==> src/rtl/flit_request_generator.sv <==
// Wormhole request generator for a router output stage. It steers one upstream
// two-phase flit channel to the port named by each head flit.
module flit_request_generator #(
    parameter int OUTPORTS = 4,
    parameter int LOCATION = 0,
    parameter int CNT_W    = 8,
    parameter int PW       = $clog2(OUTPORTS)
) (
    input  logic                clk,
    input  logic                reset,
    input  logic                req_up_i,
    input  logic                head_up_i,
    input  logic                tail_up_i,
    input  logic [PW-1:0]       dest_up_i,
    output logic                ack_up_o,
    output logic [OUTPORTS-1:0] req_dw_o,
    input  logic [OUTPORTS-1:0] ack_dw_i,
    output logic                packet_active_o,
    output logic [PW-1:0]       active_port_o,
    output logic [CNT_W-1:0]    flit_cnt_o,
    output logic                err_o
);

    typedef enum logic [1:0] {
        IDLE     = 2'd0,
        LOCKED   = 2'd1,
        WAIT_ACK = 2'd2
    } state_t;

    state_t              state;
    logic                req_seen;
    logic [OUTPORTS-1:0] ack_seen;
    logic                cur_tail;
    logic [PW-1:0]       port;

    logic                up_evt;
    logic [OUTPORTS-1:0] dw_evt;
    logic                legal_dest;
    logic [OUTPORTS-1:0] port_mask;
    logic [OUTPORTS-1:0] dest_mask;
    logic                valid_ack;
    logic                spurious_ack;

    function automatic logic [OUTPORTS-1:0] onehot(input logic [PW-1:0] idx);
        return {{(OUTPORTS-1){1'b0}}, 1'b1} << idx;
    endfunction

    function automatic logic [CNT_W-1:0] sat_inc(input logic [CNT_W-1:0] c);
        return (&c) ? c : c + 1'b1;
    endfunction

    always_comb begin
        up_evt       = req_up_i ^ req_seen;
        dw_evt       = ack_dw_i ^ ack_seen;
        legal_dest   = (int'(dest_up_i) != LOCATION) && (int'(dest_up_i) < OUTPORTS);
        port_mask    = onehot(port);
        dest_mask    = onehot(dest_up_i);
        valid_ack    = (state == WAIT_ACK) && (|(dw_evt & port_mask));
        // Anything other than the locked port's ack while waiting is unexpected.
        spurious_ack = |(dw_evt & ~((state == WAIT_ACK) ? port_mask : '0));
    end

    assign active_port_o = port;

    always_ff @(posedge clk) begin
        if (reset) begin
            state           <= IDLE;
            req_seen        <= 1'b0;
            ack_seen        <= '0;
            cur_tail        <= 1'b0;
            port            <= '0;
            ack_up_o        <= 1'b0;
            req_dw_o        <= '0;
            packet_active_o <= 1'b0;
            flit_cnt_o      <= '0;
            err_o           <= 1'b0;
        end else begin
            // Every downstream event, valid or spurious, is consumed exactly once.
            ack_seen <= ack_dw_i;
            if (spurious_ack) begin
                err_o <= 1'b1;
            end

            case (state)
                IDLE: begin
                    if (up_evt) begin
                        req_seen <= req_up_i;
                        if (head_up_i && legal_dest) begin
                            port            <= dest_up_i;
                            req_dw_o        <= req_dw_o ^ dest_mask;
                            packet_active_o <= 1'b1;
                            flit_cnt_o      <= '0;
                            cur_tail        <= tail_up_i;
                            state           <= WAIT_ACK;
                        end else begin
                            ack_up_o <= ~ack_up_o;
                            err_o    <= 1'b1;
                        end
                    end
                end

                LOCKED: begin
                    if (up_evt) begin
                        req_seen <= req_up_i;
                        req_dw_o <= req_dw_o ^ port_mask;
                        cur_tail <= tail_up_i;
                        state    <= WAIT_ACK;
                        // A head inside a packet is forwarded as a body flit.
                        if (head_up_i) begin
                            err_o <= 1'b1;
                        end
                    end
                end

                WAIT_ACK: begin
                    if (valid_ack) begin
                        ack_up_o   <= ~ack_up_o;
                        flit_cnt_o <= sat_inc(flit_cnt_o);
                        if (cur_tail) begin
                            packet_active_o <= 1'b0;
                            state           <= IDLE;
                        end else begin
                            state <= LOCKED;
                        end
                    end
                end

                default: begin
                    state <= IDLE;
                end
            endcase
        end
    end

endmodule

==> config.mk <==
export PLATFORM = sky130hd
export DESIGN_NAME = flit_request_generator
export DESIGN_NICKNAME = d
export VERILOG_FILES = /design/src/rtl/flit_request_generator.sv
export SDC_FILE = /design/constraint.sdc
export NUM_CORES = 1
export LEC_CHECK = 0
export BUFFER_PORTS_ARGS = -buffer_cell sky130_fd_sc_hd__buf_4
export CELL_PAD_IN_SITES_DETAIL_PLACEMENT = 1
export CELL_PAD_IN_SITES_GLOBAL_PLACEMENT = 1
export CORE_MARGIN = 3
export CORE_UTILIZATION = 39
export CTS_CLUSTER_DIAMETER = 120
export DETAILED_ROUTE_END_ITERATION = 12
export GPL_ROUTABILITY_DRIVEN = 0
export PLACE_DENSITY_LB_ADDON = 0.25
export RECOVER_POWER = 100
export SYNTH_ARGS = -nofsm -noshare
export SYNTH_HDL_FRONTEND = slang
export SYNTH_SLANG_ARGS = --single-unit
==> constraint.sdc <==
create_clock -name clk -period 2.5 [get_ports clk]
set_input_delay 0.5 -clock clk [delete_from_list [all_inputs] [get_ports clk]]
set_output_delay 0.5 -clock clk [all_outputs]
set_load 0.02 [all_outputs]
==> results.py <==
metrics = {
    "outcome": {
        "status": "complete, no violations",
    },
    "logic_synthesis": {
        "ys_async_sr_fraction": 0,
        "synthesis.instances": 162,
        "syn_avg_cell_area_um2": 8.19,
        "ys_seq_elements": 25,
        "synth_nets": 174,
        "synth_edf_count": 0,
        "ys_warn_count": 0,
        "syn_area_um2": 1330,
        "synth_ff_type": "dfxtp_1",
        "ys_seq_area_frac": 0.377,
        "synth_cell_types": 38,
    },
    "final_layout": {
        "final_cells": 232,
        "fin_util": 0.487,
        "finalInstanceArea_um2": 1540,
        "diodes": 0,
        "area_growth_pct": 15.8,
        "drive_gt1_frac": 0.0904,
        "nets": 201,
    },
    "sta": {
        "hold_viol": 0,
        "setup_viol": 0,
        "maxSlewViolCount": 0,
        "final.setup.tns_ns": 0,
        "finClkSkew_ns": 0.00653,
        "rsz0062_at_grt": "no",
        "min_period_ns": 2.17,
        "fin_crit_sh": 0.866,
        "setup_ws_ns": 0.334,
        "max_slew_margin": 0.185,
        "tightest_slew_ns": 1.22,
        "fmax_ghz": 0.462,
    },
    "route": {
        "drc_errors": 0,
        "wl_per_cell_um": 15.5,
        "drtIter0Drc": 51,
        "dr.max_layer_used": "met4",
        "drt_wl_total_mm": 3.60,
        "wl_met1_mm": 1.69,
        "viasPerCell": 5.63,
        "met2WireLength_mm": 1.80,
        "drtAntennaViolNets": 0,
        "vias": 1305,
        "first_pass_iters": 4,
        "wl_met3_um": 94,
    },
    "floorplan": {
        "fp.dieW_um": 64.3,
        "coreArea_um2": 3150,
        "fp.dieH_um": 64.3,
        "dieArea_um2": 4140,
        "pin_count": 28,
        "std_cell_rows": 20,
        "start_util": 0.421,
    },
    "worst_setup_path": {
        "worstPathArrival_ns": 2.41,
        "critPathMaxFanout": 9,
        "end_kind": "flop",
        "critPathKind": "flop to flop",
        "crit_required_ns": 2.74,
        "worst_setup_path_start_kind": "flop",
        "reg2reg_slack_ns": 0.33,
    },
    "clock_network": {
        "root_buffer": "clkbuf_4",
        "cts_resized": 0,
        "postCtsHoldBufs": 0,
        "worst_skew_pair.late_latency_ns": 0.32,
        "clock_sinks": 25,
        "clk_pin_slew_worst_paths_ns": 0.15,
        "cts.path.max_buffers": 2,
        "post_cts_buffers": 0,
        "cts_tree": "done",
        "ctsHtreeMaxLevel": 1,
        "numCtsBuffers": 3,
    },
    "pwr": {
        "clkPwrFrac": 0.228,
        "ir_drop_mv": 0.309,
        "power_switching_uw": 264,
        "p_int_uw": 552,
        "p_seq_frac": 0.545,
        "power_density_nw_per_um2": 532,
        "p_leak_nw": 0.546,
        "comb_power_share": 0.226,
        "sw_frac_of_total": 0.323,
    },
    "hold_path": {
        "hold_class": "primary input to flop",
    },
    "run": {
        "max_cap_violations": 0,
    },
    "place": {
        "dp_slack_ns": 0.351,
        "io_buffers": 27,
        "dpl_cell_area_um2": 1580,
        "dp_cells": 228,
        "dp_hpwl_mm": 2.70,
    },
    "global_route": {
        "overflow": 0,
        "grt_usage": 0.187,
        "grt_max_degree": 27,
        "grt_antenna_before_repair": 0,
        "grt_pass1_wl_mm": 6.24,
        "first_global_vias": 1302,
    },
}
==> metrics by stage <==
step / hold slack, ns / power [mW]
floorplan: 0.474 / 0.572
global placement: 0.480 / 0.641
detailed placement: 0.501 / 0.651
CTS: 0.395 / 0.838
global route: 0.395 / 0.864
finish: 0.400 / 0.816
==> path summary, 6_finish.rpt <==
kind,from,to,cells after the start
worst max register to register,flit_cnt_o[0],flit_cnt_o[2],6
worst min register to register,ack_up_o,ack_up_o,2
worst max-delay path,flit_cnt_o[0],flit_cnt_o[2],6
worst min-delay path,ack_dw_i[1],ack_seen[1],2
==> layout make-up <==
cell class	count	area (µm²)
Fill cell	423	1620
Multi-Input combinational cell	124	776
Sequential cell	25	500
Timing Repair Buffer	31	161
Tap cell	44	55.1
Clock buffer	3	22.5
Inverter	4	15.0
Clock inverter	1	5.00
==> sequential cells by signal, summed over array words and instances (netlist names) <==
signal / count
flit_cnt_o: 8
ack_seen: 4
req_dw_o: 4
active_port_o: 2
state: 2
ack_up_o: 1
cur_tail: 1
err_o: 1
packet_active_o: 1
req_seen: 1
==> critical path, cell delays in order, from the launching register on <==
cell and delay, ns:
dfxtp_1 0.38, ha_1 0.26, nand3_1 0.19, nor2_1 0.12, a311o_1 0.48, or4_1 0.50
a31oi_1 0.16
==> cells by family (layout without fill, tap and decap cells) <==
group	Yosys count	count (layout)	synth area share
AND/OR/NAND/NOR	65	65	0.259
AO/OA/AOI/OAI	40	40	0.190
flip-flops	25	25	0.377
buffers and inverters	13	39	0.0377
XOR/XNOR	11	11	0.0726
multiplexers	7	7	0.0538
adder cells (fa/ha/maj)	1	1	0.00943
==> Yosys cell counts (all sizes together), types with 2 or more instances <==
library cell  number  share of area
dfxtp             25           0.38
nor2              17          0.048
o21ai             13          0.049
a21oi              9          0.034
nand2              9          0.025
clkbuf             8          0.023
nand3              8          0.030
xor2               8          0.053
nor2b              7          0.033
mux2i              6          0.045
a31oi              4          0.019
inv                4          0.011
nor3b              4          0.023
or4                4          0.023
a311oi             3          0.020
and3               3          0.014
nor3               3          0.011
xnor2              3          0.020
a221oi             2          0.013
nand2b             2         0.0094
nand4              2         0.0094
nor4               2         0.0094
o21a               2          0.011
==> power groups by stage <==
stage	combinational [mW]	sequential, mW	clock (mW)
after global routing	0.205	0.449	0.210
after detailed placement	0.197	0.454	0
after floorplan	0.112	0.460	0
final	0.185	0.445	0.186
after CTS	0.198	0.445	0.195
after global placement	0.189	0.452	0
==> cells in the final DEF, fill, tap and decap left out, drive strengths merged, types with 4 or more instances in the layout <==
cell    synthesis  routed
a21oi           9       9
a31oi           4       4
buf             1      12
clkbuf          8      22
dfxtp          25      25
inv             4       4
mux2i           6       6
nand2           9       9
nand3           8       8
nor2           17      17
nor2b           7       7
nor3b           4       4
o21ai          13      13
or4             4       4
xor2            8       8
==> routing by layer <==
metal	vias up	track usage
met5	-	0
met1	652	0.248
met3	2	0.0334
met4	0	0.0528
li1	637	-
met2	14	0.308
(Power assumes the default switching activity.)
